### src/rtl/seq_pattern_tx.sv
// Serial pattern transmitter: accepts a word over valid/ready, shifts it out MSB-first,
// appends GAP zero bits, and counts the overlapping "1101" completions it drives.
module seq_pattern_tx #(
  parameter int WIDTH = 8,
  parameter int GAP   = 2,
  parameter int CNT_W = 8
) (
  input  logic             clk,
  input  logic             rst_n,
  input  logic [WIDTH-1:0] data_in,
  input  logic             load_valid,
  output logic             load_ready,
  output logic             dout,
  output logic             busy,
  output logic             frame_done,
  output logic [CNT_W-1:0] expect_cnt,
  output logic [1:0]       state_dbg
);

  // Handshake: a word transfers at a rising edge where load_valid && load_ready.
  // load_ready depends on the state register only, so the producer must hold
  // load_valid and data_in until it sees the transfer.

  typedef enum logic [1:0] {S_IDLE = 2'd0, S_SHIFT = 2'd1, S_GAP = 2'd2} state_t;

  localparam int CW = (WIDTH > 1) ? $clog2(WIDTH) : 1;
  localparam int GW = (GAP > 1) ? $clog2(GAP) : 1;
  localparam logic [CW-1:0] BIT_LAST = CW'(WIDTH - 1);
  localparam logic [GW-1:0] GAP_LAST = GW'((GAP > 0) ? GAP - 1 : 0);

  state_t           state_q, state_d;
  logic [WIDTH-1:0] sreg_q, sreg_d;
  logic [CW-1:0]    bit_q, bit_d;
  logic [GW-1:0]    gap_q, gap_d;
  logic [2:0]       hist_q;
  logic             match;

  always_comb begin
    state_d = state_q;
    sreg_d  = sreg_q;
    bit_d   = bit_q;
    gap_d   = gap_q;
    case (state_q)
      S_IDLE: begin
        if (load_valid) begin
          sreg_d  = data_in;
          bit_d   = '0;
          state_d = S_SHIFT;
        end
      end
      S_SHIFT: begin
        sreg_d = sreg_q << 1;
        bit_d  = bit_q + 1'b1;
        if (bit_q == BIT_LAST) begin
          bit_d   = '0;
          gap_d   = '0;
          state_d = (GAP > 0) ? S_GAP : S_IDLE;
        end
      end
      S_GAP: begin
        gap_d = gap_q + 1'b1;
        if (gap_q == GAP_LAST) begin
          gap_d   = '0;
          state_d = S_IDLE;
        end
      end
      default: state_d = S_IDLE;
    endcase
  end

  // Outputs are registered from the next-state values so they line up with the state.
  always_ff @(posedge clk) begin
    if (!rst_n) begin
      state_q    <= S_IDLE;
      sreg_q     <= '0;
      bit_q      <= '0;
      gap_q      <= '0;
      dout       <= 1'b0;
      busy       <= 1'b0;
      frame_done <= 1'b0;
    end else begin
      state_q    <= state_d;
      sreg_q     <= sreg_d;
      bit_q      <= bit_d;
      gap_q      <= gap_d;
      dout       <= (state_d == S_SHIFT) && sreg_d[WIDTH-1];
      busy       <= (state_d != S_IDLE);
      frame_done <= (state_d == S_SHIFT) && (bit_d == BIT_LAST);
    end
  end

  // History sees every driven bit, idle and gap zeros included, so matches span frames.
  assign match = (hist_q == 3'b110) && dout;

  always_ff @(posedge clk) begin
    if (!rst_n) begin
      hist_q     <= 3'b000;
      expect_cnt <= '0;
    end else begin
      hist_q <= {hist_q[1:0], dout};
      if (match && (expect_cnt != {CNT_W{1'b1}}))
        expect_cnt <= expect_cnt + 1'b1;
    end
  end

  assign load_ready = (state_q == S_IDLE);
  assign state_dbg  = state_q;

endmodule

### config.mk
export PLATFORM = sky130hd
export DESIGN_NAME = seq_pattern_tx
export DESIGN_NICKNAME = d
export VERILOG_FILES = /design/src/rtl/seq_pattern_tx.sv
export SDC_FILE = /design/constraint.sdc
export NUM_CORES = 1
export LEC_CHECK = 0
export ABC_CLOCK_PERIOD_IN_PS = 2700
export CAP_MARGIN = 0
export CORE_ASPECT_RATIO = 1.75
export CORE_MARGIN = 10
export CORE_UTILIZATION = 35
export CTS_CLUSTER_DIAMETER = 200
export CTS_CLUSTER_SIZE = 12
export DETAILED_ROUTE_END_ITERATION = 7
export GPL_TIMING_DRIVEN = 1
export RECOVER_POWER = 25
export SLEW_MARGIN = 10
export SYNTH_ARGS = -nofsm -noshare
export SYNTH_HDL_FRONTEND = slang
export SYNTH_SLANG_ARGS = --single-unit
### constraint.sdc
create_clock -name clk -period 2.7 [get_ports clk]
set_input_delay 0.675 -clock clk [delete_from_list [all_inputs] [get_ports clk]]
set_output_delay 0.675 -clock clk [all_outputs]
set_load 0.02 [all_outputs]
==> results of run 1 <==
## metrics by stage
step / power, mW / std cells / instance area (um2) / util, % / hold slack (ns)
CTS: 0.776 / 190 / 1500 / 47.3 / 0.472
global placement: 0.524 / 186 / 1450 / 45.6 / 0.436
global route: 0.798 / 190 / 1500 / 47.2 / 0.487
finish: 0.761 / 190 / 1500 / 47.2 / 0.463
floorplan: 0.488 / 120 / 1150 / - / 0.422
detailed placement: 0.526 / 186 / 1450 / 45.6 / 0.446
## sequential cells by signal, indices dropped and copies added (netlist names)
register,flops
gap_q,1
hist_q,3
dout,1
busy,1
frame_done,1
bit_q,3
sreg_q,8
state_dbg,2
expect_cnt,8
## path summary, 6_finish.rpt
path / startpoint / slack, ns / cells past startpoint / endpoint
worst max-delay path: state_dbg[0] / 0.56 / 2 / load_ready
worst min-delay path: hist_q[1] / 0.46 / 1 / hist_q[2]
worst max register to register: expect_cnt[0] / 1.14 / 5 / expect_cnt[7]
worst min register to register: hist_q[1] / 0.46 / 1 / hist_q[2]
## metal layers
metal / track usage [%] / vias to the layer above / wire length [um]
met5: 0 / - / 0
met4: 7.14 / 0 / 42
met3: 2.67 / 4 / 147
met2: 15.9 / 27 / 1310
met1: 7.79 / 468 / 1030
li1: - / 487 / -
## kinds of logic after synthesis
group | count (synthesis) | share of synthesized area (%)
adder cells (fa/ha/maj) | 3 | 3.25
buffers and inverters | 4 | 1.30
flip-flops | 28 | 48.6
AND/OR/NAND/NOR | 42 | 21.4
AO/OA/AOI/OAI | 38 | 21.6
multiplexers | 1 | 0.868
XOR/XNOR | 4 | 3.04
## layout make-up
type                    instances  area share [%]
well taps                      43            3.59
repair buffers                 25            16.3
clock buffers                   4            3.67
flip-flops and latches         28            37.4
multi-input cells              88            38.6
inverters                       2           0.501
## cell usage after synthesis
cell type,n,area [um2]
nand4_1,2,12.5
xor2_1,1,8.76
and4b_2,1,11.3
o21ai_4,1,16.3
and2_1,8,50.1
a22oi_1,2,15.0
ha_1,3,37.5
nor2b_1,6,37.5
nand3b_1,1,7.51
clkbuf_1,2,7.51
nor4b_1,1,8.76
or4_1,2,15.0
a21oi_1,8,40.0
nand2b_1,4,25.0
xnor2_1,3,26.3
and2_2,1,7.51
inv_1,2,7.51
mux2i_1,1,10.0
o21a_1,3,22.5
a32oi_1,1,8.76
nor2_1,6,22.5
or2_2,1,6.26
o211ai_1,2,15.0
o31ai_1,3,22.5
a211oi_1,1,7.51
nand2_1,4,15.0
nor3b_1,1,7.51
o21ai_0,7,35.0
nor3_1,2,10.0
dfxtp_1,28,561
o22ai_1,7,43.8
a21boi_1,2,15.0
o21bai_1,1,7.51
nand3_1,2,10.0
## report_power, final
group	internal (mW)	switching (mW)	total, mW
sequential	0.429	0.0102	0.439
clock	0.130	0.117	0.248
combinational	0.0386	0.0360	0.0746
total	0.598	0.164	0.761
==> key figures, run 1 <==
STA
  • RSZ-0062 raised after global routing: no
  • Max-slew violation count: 0
  • Max-Slew Margin vs Limit: 70.2%
  • Final hold violations: 0
  • Max Freq: 467 MHz
  • Setup violators final: 0
  • Final clock skew: 0.00262 ns
  • Worst slew pin tran: 0.445 ns
  • Final worst path period need: 2.14 ns
  • Final period util: 79.3%
  • Setup WS post-layout: 0.558 ns
  • Post-route setup TNS: 0 ns

Setup path
  • Crit path DAT: 1.47 ns
  • CP Capture Type: output port
  • Startpoint Class: flop
  • Setup CP Type: flop to output port
  • Crit-path leading delay family: buffers and inverters
  • CP Cell Sequence: nor2_1, clkdlybuf4s50_1
  • Critical path fanouts, max: 9
  • CP max stage cell: clkdlybuf4s50_1
  • Buf/Inv on CP: 1
  • CP required: 2.03 ns
  • Slowest stage delay, CP: 0.63 ns

Yosys
  • Yosys reg bits: 28
  • Avg Cell Area, Syn: 9.61 um2
  • Sequential area share after synthesis: 48.6%
  • Syn Std Cell Area: 1150 um2
  • Synthesized net count: 134
  • Count of cell types in the netlist: 34
  • Cells after synthesis: 120
  • Synth warn: 0

Clocking
  • Post_cts resized: 0
  • Root cell of the clock tree: clkbuf_8
  • Clock Tree Buf Depth: 2
  • CTS Sinks: 28
  • Cts hold-fix bufs: 0
  • H-tree levels: 1
  • Worst-skew pair later-pin latency: 0.27 ns
  • Clock Pin Slew Worst Setup and Hold Paths: 0.09 ns
  • Number of buffers created by CTS: 3
  • Setup bufs post-CTS: 0
  • CTS tree: yes

Pwr
  • PD cells: 508 nW/um2
  • Max VDD drop: 265 uV
  • Pleak: 0.537 nW

Place
  • DP Worst Slack: 0.499 ns
  • Post-DP HPWL: 1980 um
  • Gpl congestion: 0.752
  • Buffers on Ports: 24

Route
  • Final WL: 2530 um
  • DRC: 0
  • Pre-Repair DR Iteration Count: 4
  • Antenna viol nets, final: 0
  • Vias/cell: 5.19
  • Drt initial violations: 19
  • Via Count: 986
  • Post-DR wirelength/cell: 13.3 um

Final layout
  • Multi-input logic area: 578 um2
  • Ratio of cells with drive above 1 in the final layout: 5.44%
  • Antenna cells: 0
  • Most common cell after layout, fill and taps aside: dfxtp_1
  • Commonest non-fill, non-tap cells in the layout: dfxtp_1, clkdlybuf4s50_1, a21oi_1
  • Syn-to-layout area delta: 29.9%
  • Nets: 162
  • Fill cell count: 327
  • FF/Latch Area: 561 um2

Global route
  • Global-route wire length before repair: 4380 um
  • Vias in the first global route: 1112
  • Gr usage total: 8.74%
  • Largest net degree at the start of global routing: 16
  • Overflow left after global routing: 0
  • Initial antenna violation count: 0

Floorplanning
  • Die X: 63.4 um
  • Top-Level Pins: 25
  • Std-Cell Rows: 27
  • Die Area: 6080 um2
  • Core footprint: 3180 um2
  • Die height: 95.9 um
  • Initial Util: 36.3%

Hold path
  • Worst Hold Class: flop to flop

Status
  • Status: complete, no violations

Job
  • Total of max-cap violations: 0
No activity file was read; power rests on OpenSTA's default activity.
==> inputs of run 2 (changes only) <==
--- a/config.mk
+++ b/config.mk
@@ -5,7 +5,7 @@
 export SDC_FILE = /design/constraint.sdc
 export NUM_CORES = 1
 export LEC_CHECK = 0
-export ABC_CLOCK_PERIOD_IN_PS = 2700
+export ABC_CLOCK_PERIOD_IN_PS = 2200
 export CAP_MARGIN = 0
 export CORE_ASPECT_RATIO = 1.75
 export CORE_MARGIN = 10
==> constraint.sdc (replaced) <==
create_clock -name clk -period 2.2 [get_ports clk]
set_input_delay 0.55 -clock clk [delete_from_list [all_inputs] [get_ports clk]]
set_output_delay 0.55 -clock clk [all_outputs]
set_load 0.02 [all_outputs]
==> run 2 against run 1 <==
  * Via count increased by 0.10%
  * Cell count increased by 1.6%
  * Global-route usage increased by 0.32 points
  * Clock skew increased by 0.0057 ns
  * First-iteration DRC count decreased by 11%
  * Register-to-register slack got worse by 0.48 ns
  * Power increased by 24%
  * Combinational power increased by 28%
  * Critical path type unchanged
  * Largest power group unchanged
==> key figures, run 2 (synthesis gave the netlist of run 1 again) <==
Global route
  • Overflow left after global routing: 0 (unchanged)
  • Largest net degree at the start of global routing: 16 (unchanged)
  • Vias in the first global route: 1049 (was 1112)
  • Initial antenna violation count: 0 (unchanged)
  • Gr usage total: 9.05% (was 8.74%)
  • Global-route wire length before repair: 4560 um (was 4380 um)

Pwr
  • Max VDD drop: 424 uV (was 265 uV)
  • Pleak: 0.548 nW (was 0.537 nW)
  • PD cells: 621 nW/um2 (was 508 nW/um2)

Setup path
  • CP max stage cell: clkdlybuf4s50_1 (unchanged)
  • Crit-path leading delay family: buffers and inverters (unchanged)
  • CP Cell Sequence: nor2_1, clkdlybuf4s50_1 (unchanged)
  • Critical path destination: load_ready (unchanged)
  • Buf/Inv on CP: 1 (unchanged)
  • Setup CP Type: flop to output port (unchanged)
  • CP Capture Type: output port (unchanged)
  • Slowest stage delay, CP: 0.64 ns (was 0.63 ns)
  • R2R Path Start: expect_cnt[0] (unchanged)
  • Critical Path Stages: 2 (unchanged)
  • Critical path fanouts, max: 9 (unchanged)
  • Crit path DAT: 1.47 ns (about the same)
  • Worst R2R Path Depth: 5 (unchanged)
  • CP required: 1.65 ns (was 2.03 ns)
  • Startpoint Class: flop (unchanged)
  • Reg2reg setup slack: 0.66 ns (was 1.14 ns)
  • Critical path launch point: state_dbg[0] (unchanged)
  • R2r endpoint: expect_cnt[7] (unchanged)

Route
  • Vias/cell: 5.11 (was 5.19)
  • Antenna viol nets, final: 0 (unchanged)
  • Final WL: 2610 um (was 2530 um)
  • Post-DR wirelength/cell: 13.5 um (was 13.3 um)
  • Drt initial violations: 17 (was 19)
  • Via Count: 987 (was 986)
  • DRC: 0 (unchanged)
  • Pre-Repair DR Iteration Count: 4 (unchanged)

STA
  • Max Freq: 495 MHz
  • Post-route setup TNS: 0 ns (unchanged)
  • Max-slew violation count: 0 (unchanged)
  • Setup violators final: 0 (unchanged)
  • Final worst path period need: 2.02 ns
  • Final clock skew: 0.00837 ns (was 0.00262 ns)
  • Final period util: 91.8%
  • Worst slew pin tran: 0.392 ns (was 0.445 ns)
  • RSZ-0062 raised after global routing: no (unchanged)
  • Final hold violations: 0 (unchanged)
  • Max-Slew Margin vs Limit: 73.9% (was 70.2%)

Final layout
  • Largest regs: expect_cnt: 8 flops, sreg_q: 8 flops (unchanged)
  • Most common cell after layout, fill and taps aside: dfxtp_1 (unchanged)
  • Commonest non-fill, non-tap cells in the layout: dfxtp_1, clkdlybuf4s50_1, a21oi_1 (unchanged)
  • Syn-to-layout area delta: 31.6% (was 29.9%)
  • Antenna cells: 0 (unchanged)
  • Nets: 165 (was 162)
  • Ratio of cells with drive above 1 in the final layout: 6.67% (was 5.44%)
  • Non-Filler Instances: 193 (was 190)

Clocking
  • Clock Tree Buf Depth: 2 (unchanged)
  • H-tree levels: 1 (unchanged)
  • Setup bufs post-CTS: 0 (unchanged)
  • Cts hold-fix bufs: 0 (unchanged)
  • Root cell of the clock tree: clkbuf_8 (unchanged)
  • CTS Sinks: 28 (unchanged)
  • Number of buffers created by CTS: 3 (unchanged)
  • Worst-skew pair later-pin latency: 0.27 ns (about the same)
  • Clock Pin Slew Worst Setup and Hold Paths: 0.09 ns (about the same)
  • CTS tree: yes (unchanged)
  • Post_cts resized: 0 (unchanged)

Job
  • Total of max-cap violations: 0 (unchanged)

Status
  • Status: complete, no violations (unchanged)

Floorplanning
  • Top-Level Pins: 25 (unchanged)
  • Die height: 95.9 um (unchanged)
  • Initial Util: 36.3% (unchanged)
  • Die X: 63.4 um (unchanged)
  • Std-Cell Rows: 27 (unchanged)
  • Die Area: 6080 um2 (unchanged)
  • Core footprint: 3180 um2 (unchanged)

Place
  • Dpl cells: 189 (was 186)
  • Post-DP HPWL: 2080 um (was 1980 um)
  • Buffers on Ports: 24 (unchanged)
  • Gpl congestion: 0.779 (was 0.752)

Hold path
  • Hold_sp: hist_q[1] (unchanged)
  • Worst Hold Class: flop to flop (unchanged)
## run 2: area by class of cell
cell class | instances | area (um2)
fill | 329 | 1660
multi-input combinational | 88 | 578
sequential | 28 | 561
timing repair buffer | 28 | 263
clock buffer | 4 | 55.1
tap | 43 | 53.8
inverter | 2 | 7.51
## run 2: worst min-delay path by stage
stage               cells after the start   endpoint  slack (ns)
finish                                  1  hist_q[2]        0.47
global route                            1  hist_q[2]        0.49
CTS                                     1  hist_q[2]        0.48
detailed placement                      1  hist_q[2]        0.45
global placement                        1  hist_q[2]        0.44
floorplan                               1  hist_q[2]        0.42
## run 2: stage by stage
stage / setup slack, ns / cell area [um2] / util, % / power (mW) / hold slack, ns
finish: 0.180 / 1520 / 47.8 / 0.943 / 0.467
global route: 0.0642 / 1520 / 47.8 / 0.989 / 0.488
CTS: 0.157 / 1530 / 48.0 / 0.955 / 0.475
detailed placement: 0.366 / 1470 / 46.3 / 0.650 / 0.447
global placement: 0.394 / 1470 / 46.3 / 0.647 / 0.437
floorplan: 0.669 / 1150 / - / 0.599 / 0.422
## run 2: power breakdown
part           internal (mW)  switching, mW
clock                  0.160          0.149
combinational         0.0501         0.0455
sequential             0.527         0.0128
## run 2: per-layer routing
metal | track usage (%) | share of wire (%) | up-vias
li1 | - | - | 498
met1 | 9.23 | 42 | 467
met2 | 16.2 | 50 | 20
met3 | 3.14 | 6.4 | 2
met4 | 4.40 | 1.1 | 0
met5 | 0 | 0 | -
